`src/rtl/block_coef_ctrl.sv`:
```
// Coefficient loader and FIFO/FIR gating for the 16-tap FIR path.
// Optional macro BLOCK_COEF_RELOAD_EN: a load request while in RUN restarts loading.
module block_coef_lane (
  input  logic        clk,
  input  logic        rst,
  input  logic        we,
  input  logic [11:0] d,
  output logic [11:0] q
);
  always_ff @(posedge clk) begin
    if (rst)     q <= '0;
    else if (we) q <= d;
  end
endmodule

module block_coef_ctrl (
  input  logic        clk_100MHz_i,
  input  logic        rst_i,
  input  logic        pulsador_carga_coef_i,
  input  logic        send_i,
  input  logic        full_fifo_i,
  input  logic        empty_i,
  input  logic [11:0] coef_in,
  input  logic        cambio_coef_i,
  output logic        led_full_o,
  output logic        wr_o,
  output logic        rd_o,
  output logic        en_fir_o,
  output logic [11:0] coef0,
  output logic [11:0] coef1,
  output logic [11:0] coef2,
  output logic [11:0] coef3,
  output logic [11:0] coef4,
  output logic [11:0] coef5,
  output logic [11:0] coef6,
  output logic [11:0] coef7,
  output logic [11:0] coef8,
  output logic [11:0] coef9,
  output logic [11:0] coef10,
  output logic [11:0] coef11,
  output logic [11:0] coef12,
  output logic [11:0] coef13,
  output logic [11:0] coef14,
  output logic [11:0] coef15
);
  localparam int NUM_TAPS = 16;
  localparam int COEF_W   = 12;

  typedef enum logic [1:0] {IDLE, LOAD, RUN} state_t;

  state_t                             state, state_nxt;
  logic                               p1, p2, c1, c2, c3;
  logic                               req, stb, wr_en;
  logic [3:0]                         idx, idx_nxt;
  logic [NUM_TAPS-1:0]                we;
  logic [NUM_TAPS-1:0][COEF_W-1:0]    coef;

  // c3 only exists to turn the synchronized strobe into a one-cycle rising-edge pulse
  always_ff @(posedge clk_100MHz_i) begin
    if (rst_i) begin
      p1 <= 1'b0; p2 <= 1'b0;
      c1 <= 1'b0; c2 <= 1'b0; c3 <= 1'b0;
    end else begin
      p1 <= pulsador_carga_coef_i; p2 <= p1;
      c1 <= cambio_coef_i; c2 <= c1; c3 <= c2;
    end
  end

  assign req = p1 & p2;
  assign stb = c2 & ~c3;

  always_ff @(posedge clk_100MHz_i) begin
    if (rst_i) begin
      state <= IDLE;
      idx   <= '0;
    end else begin
      state <= state_nxt;
      idx   <= idx_nxt;
    end
  end

  always_comb begin
    state_nxt = state;
    idx_nxt   = idx;
    wr_en     = 1'b0;
    case (state)
      IDLE: if (req) begin
        state_nxt = LOAD;
        idx_nxt   = '0;
      end
      LOAD: if (stb) begin
        wr_en   = 1'b1;
        idx_nxt = idx + 4'd1;
        if (idx == 4'd15) state_nxt = RUN;
      end
      RUN: begin
`ifdef BLOCK_COEF_RELOAD_EN
        if (req) begin
          state_nxt = LOAD;
          idx_nxt   = '0;
        end
`endif
      end
      default: state_nxt = IDLE;
    endcase
  end

  for (genvar i = 0; i < NUM_TAPS; i++) begin : g_lane
    assign we[i] = wr_en & (idx == 4'(i));
    block_coef_lane u_lane (
      .clk (clk_100MHz_i),
      .rst (rst_i),
      .we  (we[i]),
      .d   (coef_in),
      .q   (coef[i])
    );
  end

  assign en_fir_o = (state == RUN);

  always_ff @(posedge clk_100MHz_i) begin
    if (rst_i) begin
      wr_o       <= 1'b0;
      rd_o       <= 1'b0;
      led_full_o <= 1'b0;
    end else begin
      wr_o       <= (state == RUN) & ~full_fifo_i;
      rd_o       <= (state == RUN) & send_i & ~empty_i;
      led_full_o <= full_fifo_i;
    end
  end

  assign coef0  = coef[0];
  assign coef1  = coef[1];
  assign coef2  = coef[2];
  assign coef3  = coef[3];
  assign coef4  = coef[4];
  assign coef5  = coef[5];
  assign coef6  = coef[6];
  assign coef7  = coef[7];
  assign coef8  = coef[8];
  assign coef9  = coef[9];
  assign coef10 = coef[10];
  assign coef11 = coef[11];
  assign coef12 = coef[12];
  assign coef13 = coef[13];
  assign coef14 = coef[14];
  assign coef15 = coef[15];
endmodule

```
`config.mk`:
```
export PLATFORM = sky130hd
export DESIGN_NAME = block_coef_ctrl
export DESIGN_NICKNAME = d
export VERILOG_FILES = /design/src/rtl/block_coef_ctrl.sv
export SDC_FILE = /design/constraint.sdc
export NUM_CORES = 1
export LEC_CHECK = 0
export ABC_AREA = 1
export ABC_CLOCK_PERIOD_IN_PS = 2600
export CORE_ASPECT_RATIO = 0.7
export CORE_MARGIN = 5
export CORE_UTILIZATION = 45
export CTS_CLUSTER_SIZE = 28
export DETAILED_ROUTE_END_ITERATION = 10
export PLACE_DENSITY = 0.76
export SYNTH_ARGS = -nofsm -noshare
export SYNTH_HDL_FRONTEND = slang
export SYNTH_SLANG_ARGS = --single-unit
```
`constraint.sdc`:
```
create_clock -name clk_100MHz_i -period 2.6 [get_ports clk_100MHz_i]
set_input_delay 0.26 -clock clk_100MHz_i [delete_from_list [all_inputs] [get_ports clk_100MHz_i]]
set_output_delay 0.26 -clock clk_100MHz_i [all_outputs]
set_load 0.02 [all_outputs]
```
# Yosys cells after proc, flatten, opt, wreduce, memory -nomap -nowiden
# Index checks and enable logic that the tools add are counted.
[classes]
eq_ne = 20
bitwise_logic = 25
mux = 9
n_addsub = 1
n_reduce_logical = 5
[ops]
columns = ["operator", "count"]
rows = [
  ["== test 4 bit, second input constant", 8],
  ["AND 1 bit", 21],
  ["== test 4 x 3 -> 1 bit, second input constant", 4],
  ["== test 4 x 2 -> 1 bit, second input constant", 2],
  ["2-to-1 mux 4 bit", 2],
  ["case mux 4 bit (2 select lines)", 1],
  ["2-to-1 mux 2 bit", 3],
  ["!= test 2 bit, second input constant", 3],
  ["case mux 2 bit (3 select lines)", 1],
  ["adder 4 x 1 -> 4 bit, second input constant", 1],
  ["== test 4 x 1 -> 1 bit, second input constant", 1],
  ["zero test 4 bit", 1],
  ["NOT 1 bit", 4],
  ["AND reduction 4 bit", 1],
  ["AND reduction 3 bit", 1],
  ["== test 2 x 1 -> 1 bit, second input constant", 1],
  ["== test 2 bit, second input constant", 1],
  ["zero test 2 bit", 1],
  ["2-to-1 mux 1 bit", 2],
  ["nonzero test 2 bit", 1],
]
[word_totals]
reg_bits = 206
wordCells = 86
input_bits = 19
out_inout_bits = 196

# Logic depth before layout (Yosys ltp)
# Gate-level depths: netlist of the first run.
[depth]
ltp_word = 5
ltp_mapped = 9
depth_no_buf = 7

# By module
# A second synthesis of the first run with hierarchy kept.
[unflattened]
cells_unflattened = 1319
area_unflattened_um2 = 8649.5
[modules_own_cells]
columns = ["mod", "area_per_inst_um2", "seq_area_each_um2", "instances", "cells_per_inst"]
rows = [
  ["block_coef_lane", 496.7, 240.2, 16, 76],
  ["block_coef_ctrl", 701.9, 280.3, 1, 103],
]

# Worst setup path before layout of the first run
# No wires, ideal clock.
[synth_timing]
path_type = "register -> register"
start = "register idx[0]"
end = "register g_lane[14].u_lane.q[10]"
period_less_slack_ns = 1.403
t_required_ns = 2.485
path_buffers = 1
path_stages_with_launch = 9
setup_time_ns = 0.115
arrival_ns = 1.288
path_slack_ns = 1.197
cell_sequence = "dfxtp_1 > inv_1 > ha_1 > inv_1 > nor2_1 > buf_2 > nand3_1 > nand2_1 > nor2_1"
[synth_between]
elab_chain_len = 2
[synth_lines]
columns = ["item", "line", "rtl"]
rows = [
  ["from (decl)", "54", "logic [3:0] idx, idx_nxt;"],
  ["from (signal assigned)", "78", "idx <= idx_nxt;"],
  ["== test 4 bit", "109", "assign we[i] = wr_en & (idx == 4'(i));"],
  ["AND 1 bit", "109", ""],
  ["to (signal assigned)", "11", "if (rst) q <= '0;"],
  ["to (signal assigned)", "12", "else if (we) q <= d;"],
  ["to (decl)", "8", "output logic [11:0] q"],
]
# No other way between the ends.
# A chain may end at the register's enable or synchronous reset.

# Worst setup path in the final report of the first run
[layout_timing]
start = "register state[1]"
end = "output port en_fir_o"
[layout_between]
elab_chain_len = 1
[layout_lines]
columns = ["item", "line", "rtl"]
rows = [
  ["from (decl)", "51", "state_t state, state_nxt;"],
  ["from (signal assigned)", "77", "state <= state_nxt;"],
  ["== test 2 bit", "119", "assign en_fir_o = (state == RUN);"],
  ["to (decl)", "28", "output logic en_fir_o,"],
]
# No other way between the ends.

==> impl_metrics.ini, run 1 <==
[status]
status = finished clean

[sta]
fin_crit_sh = 0.763
period_needed_ns = 1.98
setup_viol = 0
rsz0062_at_grt = false
finalHoldViolations = 0
skew_ns = 0.00790
max_freq_mhz = 504
tightest_slew_ns = 0.888
timing.hold.ws_ns = 0.277
slew_viol_final = 0
slew_headroom = 0.407
final.setup.tns_ns = 0

[synth]
yosysUniqueCellTypes = 21
ys_seq_area_frac = 0.506
yosys_warnings = 0
synth_seq_cells = 206
synthesis.area_um2 = 8160
syn_area_per_cell_um2 = 7.05
syn_nets = 1180
synth_cells = 1157

[cts]
cts_tree = yes
cts.sinks = 206
cts_setup_buffers = 0
post_cts_resized = 0
holdBufCountCts = 0
cts_max_level = 1
clk_pin_slew_ns = 0.07
clock_path_buffers = 3
cts-root-buf = clkbuf_16
clk_latency_ns = 0.49
cts_buffers = 20

[pwr]
power.density_nw_per_um2 = 596
ir_drop_mv = 0.320
power_leakage_nw = 4.47
finalPower_mw = 6.57

[route]
vias_per_cell = 4.77
wl_per_cell_um = 15.4
drc = 0
initialDrtViolationCount = 685
vias = 7548
ant_nets = 0
drt-pass1-iter-count = 7
postRouteWirelength_um = 24400

[finish]
drive_gt1_frac = 0.0504
most-common-layout-cells = 366 x nand2_1, 341 x nor2_1, 214 x clkdlybuf4s50_1
final_common_cell = nand2_1
fillers = 1624
antenna_cells = 0
area_growth_pct = 35.2
nets = 1358

[floorplanning]
start_util = 0.456
rows = 41
coreArea_um2 = 17900
io_pins = 215
die_w_um = 171
die_area_um2 = 21000
die_h_um = 123

[global_route]
first_global_vias = 7025
antenna_found_initial = 0
grt_pass1_wl_um = 37700
overflow = 0
grt_usage = 0.226
grt_max_degree = 77

[critical_path]
cp.arrival_ns = 1.72
worstSetupPathType = flip-flop to output port
cpPeakStageDelay_ns = 0.60
critPathCaptureType = output port
startpoint_type = flip-flop
r2r_start = idx[1]$_SDFFE_PP0P_
cpMaxStageDelayCell = clkdlybuf4s50_1
critPathLaunch = state[1]$_SDFFE_PP0P_
cp_data_required_time_ns = 2.34
crit_chain = nand2_1, inv_1, clkdlybuf4s50_1
path_max_fanout = 4

[job]
max_cap_viol_count = 0

[place]
hpwl_um = 15900
gp_congestion = 0.815
io_buffer_count = 214

[worst_hold_path]
hold_start = pulsador_carga_coef_i
min_path_type = primary input to flip-flop
[critical path: cells and delay by family (launching register included)]
family / cells / cell delay, ns
flip-flops: 1 / 0.41
buffers and inverters: 2 / 0.69
AND/OR/NAND/NOR: 1 / 0.13
[per-layer routing]
metal	GRT usage	part of all wire	up-vias
met5	0	0	-
met4	0.0564	0.017	0
met3	0.0631	0.079	45
met2	0.355	0.45	228
met1	0.312	0.46	3405
li1	-	-	3870
[stage by stage]
stage | instances | area, um2 | utilization | setup slack (ns)
2_1_floorplan | 1157 | 8160 | - | 1.20
6_report | 1584 | 11000 | 0.616 | 0.616
5_1_grt | 1584 | 11000 | 0.616 | 0.555
4_1_cts | 1584 | 11000 | 0.616 | 0.607
3_5_place_dp | 1549 | 10300 | 0.578 | 0.757
3_3_place_gp | 1549 | 10300 | 0.578 | 0.840
[power breakdown]
part           total, mW  internal (mW)  switching, mW
Clock               3.10           1.88           1.22
Combinational      0.298         0.0910          0.207
Sequential          3.17           3.17        0.00650
Total               6.57           5.14           1.43
[registers in the layout (all words and copies together), names as in the netlist]
register / flops
c1: 1
c2: 1
c3: 1
g_lane.u_lane.q: 192
idx: 4
led_full_o: 1
p1: 1
p2: 1
rd_o: 1
state: 2
wr_o: 1
[cell type report]
| type | instances | area [um2] | share of cell area |
|---|---|---|---|
| Tap cell | 236 | 295 | 0.0268 |
| Multi-Input combinational cell | 839 | 3460 | 0.314 |
| Sequential cell | 206 | 4120 | 0.374 |
| Timing Repair Buffer | 233 | 2320 | 0.211 |
| Inverter | 35 | 134 | 0.0121 |
| Clock buffer | 28 | 552 | 0.0500 |
| Clock inverter | 7 | 135 | 0.0123 |
[cell usage after synthesis, drive strengths merged]
library cell	number	area (um2)
a21oi	53	265
buf	71	420
clkbuf	6	22.5
dfxtp	206	4120
ha	4	50.1
inv	35	131
nand2	368	1390
nand3	50	250
nand4	1	6.26
nor2	358	1470
nor3	2	10.0
o211ai	1	7.51
o21ai	2	10.0
[logic make-up after synthesis]
logic type / count (synthesis) / synth area share
flip-flops: 206 / 0.506
buffers and inverters: 112 / 0.0704
AND/OR/NAND/NOR: 779 / 0.383
adder cells (fa/ha/maj): 4 / 0.00614
AO/OA/AOI/OAI: 56 / 0.0347
[final timing paths]
path,to,slack (ns),cells after the start
hold / removal,p1$_SDFF_PP0_,0.28,3
setup / recovery,en_fir_o,0.62,3
hold reg to reg,c2$_SDFF_PP0_,0.42,2
setup reg to reg,g_lane[1].u_lane.q[9]$_SDFFE_PP0P_,0.76,7
No activity file was read; power rests on OpenSTA's default activity.
==> inputs of run 2 (changes only) <==
--- a/config.mk
+++ b/config.mk
@@ -6,7 +6,7 @@
 export NUM_CORES = 1
 export LEC_CHECK = 0
 export ABC_AREA = 1
-export ABC_CLOCK_PERIOD_IN_PS = 2600
+export ABC_CLOCK_PERIOD_IN_PS = 1900
 export CORE_ASPECT_RATIO = 0.7
 export CORE_MARGIN = 5
 export CORE_UTILIZATION = 45
==> constraint.sdc (replaced) <==
create_clock -name clk_100MHz_i -period 1.9 [get_ports clk_100MHz_i]
set_input_delay 0.19 -clock clk_100MHz_i [delete_from_list [all_inputs] [get_ports clk_100MHz_i]]
set_output_delay 0.19 -clock clk_100MHz_i [all_outputs]
set_load 0.02 [all_outputs]
==> impl_metrics.ini, run 2 (synthesis results as in run 1) <==
[status]
status = finished clean

[sta]
skew_ns = 0.00755
timing.hold.ws_ns = 0.224
finalHoldViolations = 0
max_freq_mhz = 574
tightest_slew_ns = 0.477
period_needed_ns = 1.74
slew_viol_final = 0
slew_headroom = 0.682
rsz0062_at_grt = false
setup_viol = 0
fin_crit_sh = 0.916
final.setup.tns_ns = 0

[pwr]
ir_drop_mv = 0.533
switching_share = 0.220
p_switching_mw = 1.94
power_leakage_nw = 4.52
p_int_mw = 6.87
power.density_nw_per_um2 = 793
power_frac_clock = 0.457
p_comb_frac = 0.050
power_frac_seq = 0.493

[global_route]
grt-busiest-layer = met2
overflow = 0
grt_pass1_wl_um = 37600
first_global_vias = 7054
grt_usage = 0.224
gr-usage-met2 = 0.345
grt_max_degree = 85
grt_use_met3 = 0.0628
grtUsageMet1 = 0.314
antenna_found_initial = 0

[finish]
largest_register = g_lane.u_lane.q
final_common_cell = nand2_1
antenna_cells = 0
drive_gt1_frac = 0.0574
nets = 1368
most-common-layout-cells = 366 x nand2_1, 341 x nor2_1, 213 x clkdlybuf4s50_1
largest_reg_flops = 192
reg_top3 = g_lane.u_lane.q: 192 flops, idx: 4 flops, state: 2 flops
area_growth_pct = 36.3

[critical_path]
critPathCaptureType = flip-flop
cp.arrival_ns = 2.11
cp_data_required_time_ns = 2.27
path_max_fanout = 13
startpoint_type = flip-flop
critPathLaunch = idx[0]$_SDFFE_PP0P_
worstSetupPathType = flip-flop to flip-flop
r2r_start = idx[0]$_SDFFE_PP0P_

[route]
vias = 7676
wl_per_cell_um = 15.3
ant_nets = 0
drt-pass1-iter-count = 7
postRouteWirelength_um = 24300
drc = 0
initialDrtViolationCount = 627
vias_per_cell = 4.82

[cts]
cts.sinks = 206
cts-root-buf = clkbuf_16
clk_pin_slew_ns = 0.06
cts_buffers = 20
cts_max_level = 1
cts_tree = yes
clock_path_buffers = 3
clk_latency_ns = 0.48

[floorplanning]
io_pins = 215
die_w_um = 171
die_h_um = 123
start_util = 0.456
coreArea_um2 = 17900
die_area_um2 = 21000
rows = 41

[place]
io_buffer_count = 214
gp_congestion = 0.837
hpwl_um = 15700

[worst_hold_path]
min_path_type = primary input to flip-flop
hold_start = pulsador_carga_coef_i

[job]
max_cap_viol_count = 0
-- run 2: critical path, cell delays in order, from the launching register on --
cell	delay, ns
dfxtp_1	0.43
ha_1	0.31
inv_1	0.10
nor2_1	0.20
nand2_1	0.34
nand2_1	0.16
a21oi_1	0.07
-- run 2: final cells by class --
type                       instances  area, um2
multi-input combinational        839       3460
tap                              236        295
inverter                          35        134
timing repair buffer             243       2430
clock inverter                     1       30.0
sequential                       206       4120
fill                            1596       6790
clock buffer                      34        634
-- run 2: final timing paths --
check | slack, ns | cells past startpoint | endpoint
setup / recovery | 0.16 | 6 | g_lane[15].u_lane.q[1]$_SDFFE_PP0P_
hold / removal | 0.22 | 3 | p1$_SDFF_PP0_
hold reg to reg | 0.42 | 2 | c2$_SDFF_PP0_
setup reg to reg | 0.16 | 6 | g_lane[15].u_lane.q[1]$_SDFFE_PP0P_
-- run 2: power by group through the flow --
stage / Combinational (mW) / Sequential [mW] / Clock [mW]
6_report: 0.441 / 4.34 / 4.03
3_5_place_dp: 0.437 / 4.44 / 0
5_1_grt: 0.481 / 4.34 / 4.26
4_1_cts: 0.439 / 4.34 / 4.09
3_3_place_gp: 0.432 / 4.44 / 0
2_1_floorplan: 0.241 / 4.44 / 0
-- run 2: repair_timing --
item	4_1_cts	5_1_grt
endpoints found under the setup margin	1	0
hold buffers	0	0
setup buffers	0	0
resized for setup	1	0
-- run 2: metal layers --
layer  wire [um]  vias to the layer above
met5           0                        -
met1       10900                     3487
met4         597                        0
met2       10500                      259
met3        2320                       46
li1            -                     3884
-- run 2: metrics by stage --
stage | area (um2) | setup slack [ns] | instances | util | total power, mW
after global routing | 11100 | 0.0646 | 1594 | 0.621 | 9.08
after global placement | 10500 | 0.244 | 1559 | 0.584 | 4.87
after floorplan | 8160 | 0.497 | 1157 | - | 4.68
after detailed placement | 10500 | 0.235 | 1559 | 0.584 | 4.87
after CTS | 11100 | 0.191 | 1594 | 0.621 | 8.87
final | 11100 | 0.159 | 1594 | 0.621 | 8.81
